<file path="src/rtl/ray_generator.sv">
`default_nettype none
// ============================================================================
//  Module   : ray_generator
//  Purpose  : Walks an H_RES x V_RES pixel grid and emits one unnormalised
//             Q16.16 primary ray per pixel on a valid/ready handshake.
//  Revision : 1.0  initial release
// ============================================================================
module ray_generator #(
    parameter int H_RES = 64,
    parameter int V_RES = 48,
    parameter int CW    = 16
) (
    input  logic               clk,
    input  logic               rst_n,
    input  logic               start,
    input  logic signed [31:0] cam_pos [2:0],
    input  logic signed [31:0] corner_x,
    input  logic signed [31:0] corner_y,
    input  logic signed [31:0] focal,
    input  logic signed [31:0] step,
    output logic signed [31:0] ray_origin [2:0],
    output logic signed [31:0] ray_dir [2:0],
    output logic [CW-1:0]      pix_x,
    output logic [CW-1:0]      pix_y,
    output logic               ray_last,
    output logic               ray_valid,
    input  logic               ray_ready,
    output logic               busy,
    output logic               done
);

    typedef enum logic [1:0] {
        S_IDLE = 2'd0,
        S_RUN  = 2'd1,
        S_DONE = 2'd2
    } state_t;

    localparam logic [CW-1:0] c_last_x = CW'(H_RES - 1);
    localparam logic [CW-1:0] c_last_y = CW'(V_RES - 1);
    localparam logic [CW-1:0] c_one    = {{(CW-1){1'b0}}, 1'b1};

    state_t             r_state;
    state_t             w_state_nxt;
    logic signed [31:0] r_origin [2:0];
    logic signed [31:0] r_corner_x;
    logic signed [31:0] r_focal;
    logic signed [31:0] r_step;
    logic signed [31:0] r_dir_x;
    logic signed [31:0] r_dir_y;
    logic [CW-1:0]      r_pix_x;
    logic [CW-1:0]      r_pix_y;
    logic               w_launch;
    logic               w_xfer;
    logic               w_row_end;
    logic               w_at_last;

    assign w_launch  = (r_state == S_IDLE) && start;
    assign w_xfer    = (r_state == S_RUN) && ray_ready;
    assign w_row_end = (r_pix_x == c_last_x);
    assign w_at_last = w_row_end && (r_pix_y == c_last_y);

    always_ff @(posedge clk or negedge rst_n) begin
        if (!rst_n) begin
            r_state <= S_IDLE;
        end else begin
            r_state <= w_state_nxt;
        end
    end

    always_comb begin
        w_state_nxt = r_state;
        ray_valid   = 1'b0;
        busy        = 1'b0;
        done        = 1'b0;
        ray_last    = 1'b0;
        case (r_state)
            S_IDLE: begin
                if (start) begin
                    w_state_nxt = S_RUN;
                end
            end
            S_RUN: begin
                ray_valid = 1'b1;
                busy      = 1'b1;
                ray_last  = w_at_last;
                if (ray_ready && w_at_last) begin
                    w_state_nxt = S_DONE;
                end
            end
            S_DONE: begin
                done        = 1'b1;
                w_state_nxt = S_IDLE;
            end
            default: begin
                w_state_nxt = S_IDLE;
            end
        endcase
    end

    // Directions advance by addition only; the final transfer leaves the
    // fields on the last ray instead of stepping past the grid.
    always_ff @(posedge clk or negedge rst_n) begin
        if (!rst_n) begin
            for (int i = 0; i < 3; i++) begin
                r_origin[i] <= '0;
            end
            r_corner_x <= '0;
            r_focal    <= '0;
            r_step     <= '0;
            r_dir_x    <= '0;
            r_dir_y    <= '0;
            r_pix_x    <= '0;
            r_pix_y    <= '0;
        end else if (w_launch) begin
            for (int i = 0; i < 3; i++) begin
                r_origin[i] <= cam_pos[i];
            end
            r_corner_x <= corner_x;
            r_focal    <= focal;
            r_step     <= step;
            r_dir_x    <= corner_x;
            r_dir_y    <= corner_y;
            r_pix_x    <= '0;
            r_pix_y    <= '0;
        end else if (w_xfer && !w_at_last) begin
            if (!w_row_end) begin
                r_pix_x <= r_pix_x + c_one;
                r_dir_x <= r_dir_x + r_step;
            end else begin
                r_pix_x <= '0;
                r_dir_x <= r_corner_x;
                r_pix_y <= r_pix_y + c_one;
                r_dir_y <= r_dir_y - r_step;
            end
        end
    end

    assign ray_origin[0] = r_origin[0];
    assign ray_origin[1] = r_origin[1];
    assign ray_origin[2] = r_origin[2];
    assign ray_dir[0]    = r_dir_x;
    assign ray_dir[1]    = r_dir_y;
    assign ray_dir[2]    = r_focal;
    assign pix_x         = r_pix_x;
    assign pix_y         = r_pix_y;

endmodule
`default_nettype wire

</file>
<file path="config.mk">
export PLATFORM = sky130hd
export DESIGN_NAME = ray_generator
export DESIGN_NICKNAME = d
export VERILOG_FILES = /design/src/rtl/ray_generator.sv
export SDC_FILE = /design/constraint.sdc
export NUM_CORES = 1
export LEC_CHECK = 0
export CORE_ASPECT_RATIO = 1.1
export CORE_MARGIN = 2
export CORE_UTILIZATION = 35
export CTS_CLUSTER_DIAMETER = 50
export DETAILED_ROUTE_END_ITERATION = 10
export RECOVER_POWER = 50
export SYNTH_ARGS = -nofsm -noshare
export SYNTH_HDL_FRONTEND = slang
export SYNTH_SLANG_ARGS = --single-unit
export TNS_END_PERCENT = 100
</file>
<file path="constraint.sdc">
create_clock -name clk -period 2.82 [get_ports clk]
set_input_delay 0.423 -clock clk [delete_from_list [all_inputs] [get_ports clk]]
set_output_delay 0.423 -clock clk [all_outputs]
set_load 0.03 [all_outputs]
</file>
==> reports/metrics.csv <==
stage,metric,value,unit
placement,post-dp-hpwl,37000,um
pwr,powerDensity,1110,mW/mm^2
global_route,grt_overflow,0,
placement,placed_cells,2787,
sta,clock_skew,18.9,ps
worst_setup_path,required,2400,ps
global_route,grt_pass1_vias,14700,
logic_synthesis,ys_types,69,
sta,worstMarginPinSlew,1600,ps
cells_and_area,final_nets,2578,
logic_synthesis,yosysTopAreaCell,dfrtp_1,
clock_network,clock-root-buffer,clkbuf_16,
placement,gp_congestion,0.894,
clock_network,cts_tree,yes,
logic_synthesis,ys_seq_area_share,48.2,%
route,drtIter0Drc,728,
logic_synthesis,synth_area,0.0150,sq mm
worst_setup_path,critPathKind,flop to output port,
cells_and_area,syn2layout_area_growth,49.9,%
placement,io_buffers,455,
global_route,top_usage_layer,met2,
global_route,grtUsageMet3,6.08,%
route,wl,50700,um
global_route,grt_pass1_wl,80300,um
cells_and_area,drive_above_1_share,9.93,%
logic_synthesis,yosysWarnings,0,
global_route,grt_max_degree,126,
placement,placed_cell_area,0.0207,sq mm
hold_path,worstHoldPathType,input pin to flop,
sta,setup_ws,22.2,ps
sta,rsz0062_at_grt,yes,
logic_synthesis,ys_async_sr_fraction,100,%
die,row_count,79,
die,start_util,35.5,%
sta,slew_viol_final,63,
sta,finalCritPeriodShare,99.2,%
logic_synthesis,synth_top_cells_by_count,"nand2_1, dfrtp_1, a21oi_1",
route,post_drt_wl_per_cell,17.5,um
die,fp.coreArea,0.0424,sq mm
global_route,grt_util_met2,37.6,%
cells_and_area,fin_area,0.0225,sq mm
global_route,grt_use_total,22.4,%
cells_and_area,n_fill_cell,3986,
sta,max_slew_margin,-6.92,%
logic_synthesis,synth_top_area_share,48.2,%
worst_setup_path,cp_max_fo,3,
die,fp.dieArea,0.0447,sq mm
clock_network,numCtsBuffers,42,
sta,timing.fmax,357,MHz
flow_run,drv_cap,1,
worst_setup_path,arrival,2370,ps
sta,min_period,2800,ps
sta,hold_viol_final,0,
logic_synthesis,syn_nets,2060,
logic_synthesis,synthCells,1766,
route,final_antenna_net_count,0,
logic_synthesis,yosys.cell_count.top_type,nand2_1,
logic_synthesis,avgSynthCellArea,8.52,sq um
logic_synthesis,ys_seq_elements,290,
route,vias,14400,
global_route,antenna_found_initial,8,
worst_setup_path,worst_setup_path_end_kind,output port,
clock_network,cts.sinks,290,
cells_and_area,fin_cells,2890,
clock_network,clkTransAtPathRegs,60,ps
die,die_w,202,um
clock_network,cts_buffer_depth,3,
logic_synthesis,synth-main-ff-cell,dfrtp_1,
sta,setup_viol,0,
clock_network,htreeDepth,2,
global_route,met1_usage,27.4,%
cells_and_area,multiInputGateArea,0.00743,sq mm
cells_and_area,regArea,0.00726,sq mm
pwr,ir_drop,0.000508,V
clock_network,insertion_delay,560,ps
route,drc,0,
pwr,power_leakage,10.4,nW
status,violations,"max-capacitance violations, max-slew violations",
route,avgViaCountPerCell,4.97,
worst_setup_path,start_kind,flop,
status,status,"complete, but fails checks",
placement,pre_cts_slack,-147,ps
logic_synthesis,netlist_top_cells_area,"dfrtp_1, nand2_1, ha_1, a21oi_1, o21ai_0",
route,drt_first_pass_iters,5,
die,die_y,221,um
logic_synthesis,synth_edf_count,0,
die,ioPinCount,456,
[repair_timing]
| action | 4_1_cts | 5_1_grt |
|---|---|---|
| endpoints found under the hold margin | 57 | 0 |
| pin swaps | 10 | 21 |
| resized for setup | 17 | 31 |
| hold buffers | 1 | 0 |
| setup endpoints to repair | 6 | 30 |
| setup buffers | 13 | 7 |
[worst max-delay path, cell delays in order (launching register included)]
cell	delay, ps
dfrtp_1	380
or4_4	540
or4_4	530
nor3b_2	200
buf_4	180
[per-stage QoR]
| stage | hold WS (ps) | power, mW | setup TNS (ps) | util (%) |
|---|---|---|---|---|
| global placement | 407 | 18.7 | -269 | 48.8 |
| detailed placement | 414 | 18.8 | -301 | 48.8 |
| global route | 389 | 26.8 | -954 | 53.2 |
| CTS | 354 | 25.1 | -121 | 52.8 |
| finish | 384 | 25.1 | 0 | 53.2 |
| floorplan | 127 | 14.1 | -88.2 | - |
[routing by layer]
metal / share of wire (%) / up-vias / wire, um
met2: 48 / 406 / 24500
met4: 2.9 / 4 / 1490
met3: 7.3 / 86 / 3720
met1: 41 / 6864 / 20900
met5: 0.053 / - / 27
li1: - / 7015 / -
[cell usage in the layout, fill, tap and decap left out, types with 7 or more instances in the layout]
cell,count
nand2_1,609
clkdlybuf4s50_1,453
dfrtp_1,289
a21oi_1,110
o21ai_0,97
buf_4,90
nor2_1,84
ha_1,61
inv_1,56
clkbuf_16,45
xnor2_1,36
nand3_1,32
xor2_1,26
a21o_1,25
nor3_1,21
and3_1,19
o211ai_1,19
a31oi_1,13
o21a_1,10
o21ai_1,9
or3_1,8
nand4_1,7
a211oi_1,7
o22ai_1,7
bufinv_16,7
clkinvlp_4,7
[layout make-up]
cell class                 count  area share (%)
inverter                      56           0.932
clock inverter                23            1.46
antenna                        6          0.0666
tap                          567            3.15
sequential                   290            32.2
clock buffer                  54            5.41
multi-input combinational   1338            32.9
timing repair buffer         556            23.9
[path summary, 6_finish.rpt]
kind	depth (start not counted)	endpoint	start	slack [ps]
worst max-delay path	4	ray_last	pix_x[13]	20
max in group asynchronous	3	ray_origin[89]	rst_n	400
min in group asynchronous	2	ray_origin[19]	rst_n	820
worst min register to register	2	ray_origin[36]	ray_origin[36]	470
worst max register to register	12	r_dir_y[30]	r_step[0]	80
worst min-delay path	3	ray_origin[57]	cam_pos[57]	380
[where the power goes]
group          switching (mW)  internal [mW]
clock network            2.05           3.72
logic                    7.18           5.64
registers                1.02           5.51
total                    10.3           14.9
[logic make-up after synthesis]
kind of cell | Yosys count | synth area share (%)
buffers and inverters | 138 | 3.93
adder cells (fa/ha/maj) | 66 | 5.59
XOR/XNOR | 63 | 3.67
flip-flops | 290 | 48.2
AND/OR/NAND/NOR | 837 | 23.4
AO/OA/AOI/OAI | 366 | 14.8
multiplexers | 6 | 0.399
[sequential cells by signal, summed over array words and instances, names as in the netlist]
register and cells:
ray_origin 96, r_state 2, pix_x 16, r_dir_x 32
r_corner_x 32, pix_y 16, r_focal 32, r_step 32
r_dir_y 32
Note: power is estimated with default switching activity, not from simulation.
